$ cat config.mk
export PLATFORM = sky130hd
export DESIGN_NAME = duty_monitor
export DESIGN_NICKNAME = d
export VERILOG_FILES = /design/src/rtl/duty_mon_pkg.sv /design/src/rtl/duty_mon_ch.sv /design/src/rtl/duty_monitor.sv
export SDC_FILE = /design/constraint.sdc
export NUM_CORES = 1
export LEC_CHECK = 0
export ABC_AREA = 0
export CAP_MARGIN = 40
export CORE_MARGIN = 1
export CORE_UTILIZATION = 25
export CTS_BUF_LIST = sky130_fd_sc_hd__clkbuf_8
export DETAILED_ROUTE_END_ITERATION = 12
export DONT_BUFFER_PORTS = 1
export PLACE_DENSITY = 0.42
export REMOVE_ABC_BUFFERS = 1
export SKIP_CTS_REPAIR_TIMING = 1
export SYNTH_ARGS = -nofsm -noshare
export SYNTH_HDL_FRONTEND = slang
export SYNTH_SLANG_ARGS = --single-unit
$ cat constraint.sdc
create_clock -name clk -period 2.18 [get_ports clk]
set_clock_uncertainty 0.15 [all_clocks]
set_input_delay 0.218 -clock clk [delete_from_list [all_inputs] [get_ports clk]]
set_output_delay 0.218 -clock clk [all_outputs]
set_load 0.005 [all_outputs]
$ cat src/rtl/duty_mon_pkg.sv
// duty_mon_pkg
//   Shared definitions for the duty_monitor block.
//   - CNT_W_DEF / TIME_W_DEF : default edge-count and time-measurement widths.
//   - CNT_W_MAX / TIME_W_MAX : widest values a channel may be built with; the
//     per-channel result struct is sized to these so one type serves every
//     parameterisation. Channels zero-extend into it and the top truncates.
//   - ch_result_t            : one channel's registered results, consumed by the
//     packing logic in the top.
package duty_mon_pkg;

  localparam int CNT_W_DEF  = 4;
  localparam int TIME_W_DEF = 14;
  localparam int CNT_W_MAX  = 16;
  localparam int TIME_W_MAX = 32;

  typedef struct packed {
    logic [CNT_W_MAX-1:0]  cnt;
    logic [CNT_W_MAX-1:0]  cnt_n;
    logic [TIME_W_MAX-1:0] high_time;
    logic [TIME_W_MAX-1:0] period;
    logic                  valid;
    logic                  comp_err;
  } ch_result_t;

endpackage : duty_mon_pkg

$ cat src/rtl/duty_mon_ch.sv
// duty_mon_ch
//   One monitored channel: counts rising edges of sig and sig_n, measures the
//   last complete high time and the last rise-to-rise period of sig, and keeps
//   a sticky flag when sig and sig_n stay equal for too long.
// Ports
//   clk      in   system clock
//   rst      in   synchronous active-high reset
//   clr      in   synchronous clear, same effect as rst
//   sig_i    in   monitored signal
//   sig_n_i  in   complement of the monitored signal
//   res_o    out  registered results (zero-extended into ch_result_t)
module duty_mon_ch
  import duty_mon_pkg::*;
#(
  parameter int CNT_W      = CNT_W_DEF,
  parameter int TIME_W     = TIME_W_DEF,
  parameter int DIFF_CHECK = 1,
  parameter int SKEW_MAX   = 1
) (
  input  logic       clk,
  input  logic       rst,
  input  logic       clr,
  input  logic       sig_i,
  input  logic       sig_n_i,
  output ch_result_t res_o
);

  // Skew counter only needs to reach SKEW_MAX+1, where it holds.
  localparam int SKEW_W = $clog2(SKEW_MAX + 2);
  localparam logic [SKEW_W-1:0] SKEW_LIM  = SKEW_W'(SKEW_MAX + 1);
  localparam logic [SKEW_W-1:0] SKEW_TRIP = SKEW_W'(SKEW_MAX);
  localparam logic [SKEW_W-1:0] SKEW_ONE  = SKEW_W'(1);
  localparam logic [CNT_W-1:0]  CNT_ONE   = CNT_W'(1);
  localparam logic [TIME_W-1:0] TIME_ONE  = TIME_W'(1);

  logic              sig_q, sig_d;
  logic              sig_n_q, sig_n_d;
  logic              primed_q, primed_d;
  logic              armed_q, armed_d;
  logic [TIME_W-1:0] hcnt_q, hcnt_d;
  logic [TIME_W-1:0] pcnt_q, pcnt_d;
  logic [SKEW_W-1:0] skew_q, skew_d;
  logic [CNT_W-1:0]  cnt_q, cnt_d;
  logic [CNT_W-1:0]  cnt_n_q, cnt_n_d;
  logic [TIME_W-1:0] high_time_q, high_time_d;
  logic [TIME_W-1:0] period_q, period_d;
  logic              valid_q, valid_d;
  logic              comp_err_q, comp_err_d;

  logic rise, fall, rise_n;

  // Edges are only trusted once the sample registers hold a real previous value.
  assign rise   = primed_q & sig_i & ~sig_q;
  assign fall   = primed_q & ~sig_i & sig_q;
  assign rise_n = primed_q & sig_n_i & ~sig_n_q;

  always_comb begin
    sig_d       = sig_i;
    sig_n_d     = sig_n_i;
    primed_d    = 1'b1;
    armed_d     = armed_q;
    hcnt_d      = hcnt_q;
    pcnt_d      = pcnt_q;
    skew_d      = skew_q;
    cnt_d       = cnt_q;
    cnt_n_d     = cnt_n_q;
    high_time_d = high_time_q;
    period_d    = period_q;
    valid_d     = valid_q;
    comp_err_d  = comp_err_q;

    if (primed_q) begin
      if (rise) begin
        if (cnt_q != '1) cnt_d = cnt_q + CNT_ONE;
        hcnt_d = TIME_ONE;
        if (armed_q) begin
          period_d = pcnt_q;
          valid_d  = 1'b1;
        end
        pcnt_d  = TIME_ONE;
        armed_d = 1'b1;
      end else begin
        if (sig_i && hcnt_q != '1) hcnt_d = hcnt_q + TIME_ONE;
        if (armed_q && pcnt_q != '1) pcnt_d = pcnt_q + TIME_ONE;
      end

      // Without a prior rise the pulse began before priming; drop it.
      if (fall && armed_q) high_time_d = hcnt_q;

      if (rise_n && cnt_n_q != '1) cnt_n_d = cnt_n_q + CNT_ONE;

      if (DIFF_CHECK != 0) begin
        if (sig_i == sig_n_i) begin
          if (skew_q != SKEW_LIM) skew_d = skew_q + SKEW_ONE;
          // This cycle is the (SKEW_MAX+1)-th consecutive equal sample.
          if (skew_q >= SKEW_TRIP) comp_err_d = 1'b1;
        end else begin
          skew_d = '0;
        end
      end
    end
  end

  always_ff @(posedge clk) begin
    if (rst || clr) begin
      sig_q       <= 1'b0;
      sig_n_q     <= 1'b0;
      primed_q    <= 1'b0;
      armed_q     <= 1'b0;
      hcnt_q      <= '0;
      pcnt_q      <= '0;
      skew_q      <= '0;
      cnt_q       <= '0;
      cnt_n_q     <= '0;
      high_time_q <= '0;
      period_q    <= '0;
      valid_q     <= 1'b0;
      comp_err_q  <= 1'b0;
    end else begin
      sig_q       <= sig_d;
      sig_n_q     <= sig_n_d;
      primed_q    <= primed_d;
      armed_q     <= armed_d;
      hcnt_q      <= hcnt_d;
      pcnt_q      <= pcnt_d;
      skew_q      <= skew_d;
      cnt_q       <= cnt_d;
      cnt_n_q     <= cnt_n_d;
      high_time_q <= high_time_d;
      period_q    <= period_d;
      valid_q     <= valid_d;
      comp_err_q  <= comp_err_d;
    end
  end

  always_comb begin
    res_o           = '0;
    res_o.cnt       = CNT_W_MAX'(cnt_q);
    res_o.cnt_n     = CNT_W_MAX'(cnt_n_q);
    res_o.high_time = TIME_W_MAX'(high_time_q);
    res_o.period    = TIME_W_MAX'(period_q);
    res_o.valid     = valid_q;
    res_o.comp_err  = comp_err_q;
  end

endmodule : duty_mon_ch

$ cat src/rtl/duty_monitor.sv
// duty_monitor
//   Multi-channel pulse / duty-cycle monitor. Each channel is an independent
//   duty_mon_ch instance; this level only packs the per-channel results onto
//   flat buses (channel i at [i*W +: W]).
// Ports
//   clk        in   system clock
//   rst        in   synchronous active-high reset (dominates clr)
//   clr        in   synchronous clear of all channel state
//   sig        in   NUM_CH monitored signals
//   sig_n      in   NUM_CH complement signals
//   cnt        out  rising edges of sig, CNT_W per channel, saturating
//   cnt_n      out  rising edges of sig_n, CNT_W per channel, saturating
//   high_time  out  last complete high pulse length in clocks, TIME_W per channel
//   period     out  last rise-to-rise distance in clocks, TIME_W per channel
//   valid      out  period holds a measurement
//   comp_err   out  sticky complement-violation flag
module duty_monitor
  import duty_mon_pkg::*;
#(
  parameter int NUM_CH     = 2,
  parameter int CNT_W      = CNT_W_DEF,
  parameter int TIME_W     = TIME_W_DEF,
  parameter int DIFF_CHECK = 1,
  parameter int SKEW_MAX   = 1
) (
  input  logic                     clk,
  input  logic                     rst,
  input  logic                     clr,
  input  logic [NUM_CH-1:0]        sig,
  input  logic [NUM_CH-1:0]        sig_n,
  output logic [NUM_CH*CNT_W-1:0]  cnt,
  output logic [NUM_CH*CNT_W-1:0]  cnt_n,
  output logic [NUM_CH*TIME_W-1:0] high_time,
  output logic [NUM_CH*TIME_W-1:0] period,
  output logic [NUM_CH-1:0]        valid,
  output logic [NUM_CH-1:0]        comp_err
);

  for (genvar gi = 0; gi < NUM_CH; gi++) begin : g_ch
    ch_result_t res;

    duty_mon_ch #(
      .CNT_W      (CNT_W),
      .TIME_W     (TIME_W),
      .DIFF_CHECK (DIFF_CHECK),
      .SKEW_MAX   (SKEW_MAX)
    ) u_ch (
      .clk     (clk),
      .rst     (rst),
      .clr     (clr),
      .sig_i   (sig[gi]),
      .sig_n_i (sig_n[gi]),
      .res_o   (res)
    );

    assign cnt[gi*CNT_W +: CNT_W]         = CNT_W'(res.cnt);
    assign cnt_n[gi*CNT_W +: CNT_W]       = CNT_W'(res.cnt_n);
    assign high_time[gi*TIME_W +: TIME_W] = TIME_W'(res.high_time);
    assign period[gi*TIME_W +: TIME_W]    = TIME_W'(res.period);
    assign valid[gi]                      = res.valid;
    assign comp_err[gi]                   = res.comp_err;
  end

endmodule : duty_monitor

==> metrics.md, run 1 <==
| Metric | Value |
|---|---|
| Worst setup margin | `0.117 ns` |
| Hold_ws | `-0.0146 ns` |
| Post-synth EDFFs | `0` |
| Worst Tran Pin Value | `0.590 ns` |
| Final Core Density | `30.0%` |
| CTS buffer count | `17` |
| Max-slew violations | `0` |
| DP HPWL | `12.1 mm` |
| Worst skew pair latency | `0.46 ns` |
| IO Pins | `83` |
| Gr ovfl total | `0` |
| Total GRT Usage | `14.0%` |
| Depth of the CTS H-tree | `4` |
| Min cycle time layout | `2.06 ns` |
| Power density cells | `722 nW/um^2` |
| DRT Pass-1 Iters | `5` |
| Crit path DAT | `2.25 ns` |
| Seq/Total Area, Yosys | `44.6%` |
| Hold Vio Cnt, Final | `2` |
| Clock Tree Buf Depth | `2` |
| Vias/cell | `4.89` |
| Crit path capture type | `flip-flop` |
| Routed wire length | `17.8 mm` |
| Sink Count | `143` |
| Die X | `162 um` |
| Max frequency | `0.485 GHz` |
| Initial antenna violation count | `0` |
| Share of the synthesized area in the top cell type | `44.6%` |
| Design area | `7560 um^2` |
| Library cell with the largest summed area after synthesis | `dfxtp_1` |
| DR vias | `5608` |
| Largest net degree at the start of global routing | `57` |
| Root Driver | `clkbuf_8` |
| Placer's final routability congestion estimate | `0.784` |
| Reg2Reg Depth | `5` |
| Fill count | `2678` |
| Max FO, Critical Path | `6` |
| Cells after Synth | `778` |
| Vias in the first global route | `5400` |
| Hold path depth | `4` |
| # port buffers | `0` |
| Max_slew headroom | `60.3%` |
| Synth-to-Final Area Change | `17.8%` |
| Drt drc | `0` |
| ANT cells | `0` |
| Final setup viols | `0` |
| Rows | `58` |
| TritonCTS clock tree | `built` |
| Setup Crit Path Kind | `flip-flop to flip-flop` |
| Die Y | `162 um` |
| Total die area | `26300 um^2` |
| Asr flop ratio synth | `0%` |
| Core Footprint | `25200 um^2` |
| Final ANT Viol Nets | `0` |
| Outcome | `finished with violations` |
| Worst Setup Start Kind | `flip-flop` |
| Fin nets | `822` |
| Overall power | `5460 uW` |
| Main flop type after synthesis | `dfxtp_1` |
| Final cycle utilization of the critical path | `94.6%` |
| Unrepaired setup endpoints after global routing | `no` |
| Yosys Warn Count | `0` |
| Layout cells sized above 1 | `13.1%` |
| WP data required | `2.37 ns` |
| Ranking of synthesized cells by area | `dfxtp_1 45%, nand2_1 8.7%, a21oi_1 6.5%, nor2_1 2.9%, nand3_1 2.6%` |
| Clock-pin slew on the worst setup and hold paths | `0.08 ns` |
| Avg Inst Size Synth | `8.25 um^2` |
| WL/cell | `15.5 um` |
| Max IR drop VDD | `0.371 mV` |
| First-pass GRT wire length | `29.1 mm` |
| Max_cap viols | `0` |
| Mapped cell area | `6420 um^2` |
| Netlist cell types | `56` |
| Leakage | `0.00246 uW` |
| HP Class | `input pin to flip-flop` |
| Post-DP Area | `6990 um^2` |
| Failing checks | `hold timing` |
| R2r setup slk | `0.12 ns` |
| 1st-iter DRT viols | `333` |
| Flops & latches, synth | `143` |
| Initial Util | `25.5%` |
| Worst slack, placed | `0.105 ns` |
==> cells in the final DEF, fill, tap and decap left out, drive strengths merged, types with 11 or more instances in the layout <==
cell type | synthesis | routed
nor3 | 18 | 18
or3 | 16 | 16
a31oi | 15 | 15
nor2 | 50 | 50
ha | 12 | 12
o21ai | 19 | 19
a21oi | 83 | 83
nand4 | 21 | 21
buf | 27 | 55
dfxtp | 143 | 143
or4 | 11 | 11
nand2 | 149 | 149
clkbuf | 28 | 20
nand3 | 35 | 35
inv | 14 | 16
mux2i | 11 | 11
==> per-layer routing <==
metal | up-vias | track usage [%] | wire, um
met1 | 2632 | 19.3 | 9020
met4 | 0 | 4.25 | 201
met2 | 112 | 20.5 | 7520
met5 | - | 0 | 0
li1 | 2849 | - | -
met3 | 15 | 4.49 | 1070
==> sequential cells by signal, summed over array words and instances, names as in the netlist <==
register,cells
g_ch.u_ch.armed_q,2
g_ch.u_ch.cnt_n_q,8
g_ch.u_ch.cnt_q,8
g_ch.u_ch.comp_err_q,2
g_ch.u_ch.hcnt_q,28
g_ch.u_ch.high_time_q,28
g_ch.u_ch.pcnt_q,28
g_ch.u_ch.period_q,28
g_ch.u_ch.primed_q,1
g_ch.u_ch.sig_n_q,2
g_ch.u_ch.sig_q,2
g_ch.u_ch.skew_q,4
g_ch.u_ch.valid_q,2
==> through the flow <==
step                      std cells  setup TNS (ns)  hold slack [ns]
final                          1146               0          -0.0146
after global routing           1146               0          0.00409
after CTS                      1140               0           -0.314
after detailed placement       1108               0            0.193
after global placement         1108               0            0.193
after floorplan                 723          -11.36            0.190
==> synth_stat cells (4+ instances only) <==
master	instances
ha_1	12
a31o_2	6
dfxtp_1	143
nand2_1	149
xor2_1	7
and2_1	10
and3_1	7
a211o_1	5
nor3b_1	6
o311ai_0	4
nor3_1	18
a211oi_1	7
buf_6	4
mux2i_1	11
xnor2_1	4
buf_1	5
a31oi_1	15
clkbuf_1	28
and4_1	10
nand3_1	33
inv_1	14
a32o_1	7
buf_2	13
buf_4	5
o21ai_0	19
or4_1	11
nor2_1	50
a21oi_1	83
nor4_1	5
or3_1	15
o31ai_1	10
nand4_1	20
nand3b_1	4
==> worst max-delay path, stage by stage, from the launching register on <==
cell and delay [ns]:
dfxtp_1 0.35, ha_1 0.20, nand3_2 0.16, or4_1 0.55
and3_1 0.29, a32o_1 0.24
==> final timing paths <==
| check | startpoint | end |
|---|---|---|
| worst max register to register | g_ch[1].u_ch.hcnt_q[0] | g_ch[1].u_ch.hcnt_q[13] |
| worst max-delay path | g_ch[1].u_ch.hcnt_q[0] | g_ch[1].u_ch.hcnt_q[13] |
| worst min register to register | g_ch[0].u_ch.period_q[11] | g_ch[0].u_ch.period_q[11] |
| worst min-delay path | sig_n[1] | g_ch[1].u_ch.cnt_n_q[2] |
==> where the power goes <==
part / switching, uW / total (uW) / internal [uW]
registers: 9.57 / 2630 / 2620
clock network: 1080 / 2640 / 1560
logic: 125 / 192 / 67.6
==> area by class of cell <==
class / count / area (um^2) / area share [%]
multi-input combinational: 566 / 3260 / 43.1
clock inverter: 12 / 214 / 2.83
clock buffer: 20 / 275 / 3.64
timing repair buffer: 61 / 485 / 6.42
sequential: 143 / 2870 / 37.9
inverter: 14 / 52.6 / 0.695
tap: 330 / 413 / 5.46
==> logic make-up (layout without fill, tap and decap cells) <==
family	after synthesis	count (layout)	synth area share (%)
compound gates	181	181	18.1
xor+xnor	11	11	1.50
fa+ha+maj	12	12	2.34
buf+inv	69	107	5.05
flops	143	143	44.6
mux	11	11	1.71
simple gates	351	351	26.8
Power figures use the tool's default switching activity.
==> run 2, diff against run 1 <==
==> constraint.sdc (replaced) <==
create_clock -name clk -period 2.18 [get_ports clk]
set_clock_uncertainty 0.15 [all_clocks]
set_input_delay 0.436 -clock clk [delete_from_list [all_inputs] [get_ports clk]]
set_output_delay 0.436 -clock clk [all_outputs]
set_load 0.005 [all_outputs]
==> run 2 against run 1 <==
  * The flow now finishes without violations
  * Clock power is 8.7% lower
  * Flip-flop and latch count is the same
  * Sequential power about the same
  * Non-clock buffer count fell by 4
  * Setup slack worse by 0.052 ns
  * Largest cell class unchanged
  * Final cell count shrank 0.44%
  * First-iteration DRC count is 18% higher
  * Power down 4.2%
  * Via count is 1.1% higher
  * Cell area is 1.4% lower
  * Core utilization decreased by 0.43 points
  * Combinational power is essentially flat
==> metrics.md, run 2 (synthesis gave the netlist of run 1 again) <==
| Metric | Value |
|---|---|
| Max IR drop VDD | `0.268 mV` |
| Max frequency | `0.473 GHz` |
| Largest net degree at the start of global routing | `37` |
| DP HPWL | `12.3 mm` |
| Routed wire length | `18.0 mm` |
| Multi-input logic area | `3240 um^2` |
| Initial antenna violation count | `0` |
| Placer's final routability congestion estimate | `0.787` |
| Total die area | `26300 um^2` |
| 1st-iter DRT viols | `394` |
| Power density cells | `701 nW/um^2` |
| CP peak stage delay | `0.59 ns` |
| # port buffers | `0` |
| Total GRT Usage | `14.1%` |
| Design area | `7460 um^2` |
| Outcome | `finished clean` |
| Most frequent cells in the layout | `149 x nand2_1, 143 x dfxtp_1, 83 x a21oi_1, 52 x buf_4, 50 x nor2_1` |
| Die Y | `162 um` |
| Final Core Density | `29.6%` |
| Layout cells sized above 1 | `12.5%` |
| Fin nets | `818` |
| Final ANT Viol Nets | `0` |
| Hold Vio Cnt, Final | `0` |
| HP Class | `input pin to flip-flop` |
| Fill count | `2698` |
| WL/cell | `15.8 um` |
| Core Footprint | `25200 um^2` |
| Crit path capture type | `flip-flop` |
| Min cycle time layout | `2.11 ns` |
| Clock Tree Buf Depth | `2` |
| IO Pins | `83` |
| Final setup viols | `0` |
| Post-DP Area | `6980 um^2` |
| Max_cap viols | `0` |
| Rows | `58` |
| CTS buffer count | `17` |
| Slowest CP cell | `or4_1` |
| Vias in the first global route | `5424` |
| Vias/cell | `4.97` |
| Clock-pin slew on the worst setup and hold paths | `0.08 ns` |
| Crit path DAT | `2.33 ns` |
| TritonCTS clock tree | `built` |
| Setup Crit Path Kind | `flip-flop to flip-flop` |
| Leakage | `0.00240 uW` |
| Max-slew violations | `0` |
| Worst skew pair latency | `0.47 ns` |
| Final cycle utilization of the critical path | `97.0%` |
| Gr ovfl total | `0` |
| WP data required | `2.39 ns` |
| Max_slew headroom | `57.7%` |
| Worst path cell trace | `ha_1 -> nand3_2 -> or4_1 -> and3_2 -> a32o_1` |
| Depth of the CTS H-tree | `4` |
| Die X | `162 um` |
| Register area | `2860 um^2` |
| First-pass GRT wire length | `29.2 mm` |
| Commonest non-fill, non-tap cell in the layout | `nand2_1` |
| Sink Count | `143` |
| Synth-to-Final Area Change | `16.1%` |
| Initial Util | `25.5%` |
| DRT Pass-1 Iters | `5` |
| DR vias | `5670` |
| ANT cells | `0` |
| Max FO, Critical Path | `9` |
| Worst Tran Pin Value | `0.629 ns` |
| Root Driver | `clkbuf_8` |
| Drt drc | `0` |
| Worst Setup Start Kind | `flip-flop` |
-- run 2: layer usage --
metal | vias to the layer above | global-route usage (%) | part of all wire, %
met5 | - | 0 | 0
met4 | 0 | 5.23 | 1.2
met3 | 14 | 4.57 | 6.2
met2 | 127 | 20.3 | 43
met1 | 2685 | 19.2 | 50
li1 | 2844 | - | -
-- run 2: area by class of cell --
class	count	area share [%]
Sequential cell	143	38.4
Clock buffer	20	3.69
Multi-Input combinational cell	566	43.4
Clock inverter	11	2.20
Inverter	14	0.705
Timing Repair Buffer	57	6.04
Tap cell	330	5.54
-- run 2: metrics by stage --
stage	total power, uW	hold WS (ns)	worst slack, ns	setup TNS [ns]	std cells
2_1_floorplan	2790	0.303	-0.719	-21.19	723
3_3_place_gp	2870	0.313	0.125	0	1106
3_5_place_dp	2870	0.317	0.123	0	1106
4_1_cts	5320	-0.0997	0.0878	0	1137
5_1_grt	5480	0.147	-0.000470	-0.000470	1141
6_report	5230	0.118	0.0658	0	1141
-- run 2: final timing paths --
check,from,to,slack (ns),cells past startpoint
worst max-delay path,g_ch[1].u_ch.hcnt_q[0],g_ch[1].u_ch.hcnt_q[11],0.07,5
worst min-delay path,sig[1],g_ch[1].u_ch.hcnt_q[12],0.12,4
worst max register to register,g_ch[1].u_ch.hcnt_q[0],g_ch[1].u_ch.hcnt_q[11],0.07,5
worst min register to register,g_ch[0].u_ch.period_q[8],g_ch[0].u_ch.period_q[8],0.32,2
-- run 2: worst max-delay path, delay by kind of cell, from the launching register on --
family          cells  cell delay, ns
flops               1            0.35
fa+ha+maj           1            0.21
simple gates        3            1.08
compound gates      1            0.23
-- run 2: power breakdown --
part	internal [uW]	switching, uW	leakage, uW	total (uW)
clock network	1320	1090	0.000214	2410
logic	64.2	125	0.00104	189
registers	2620	9.61	0.00115	2630
total	4010	1220	0.00240	5230
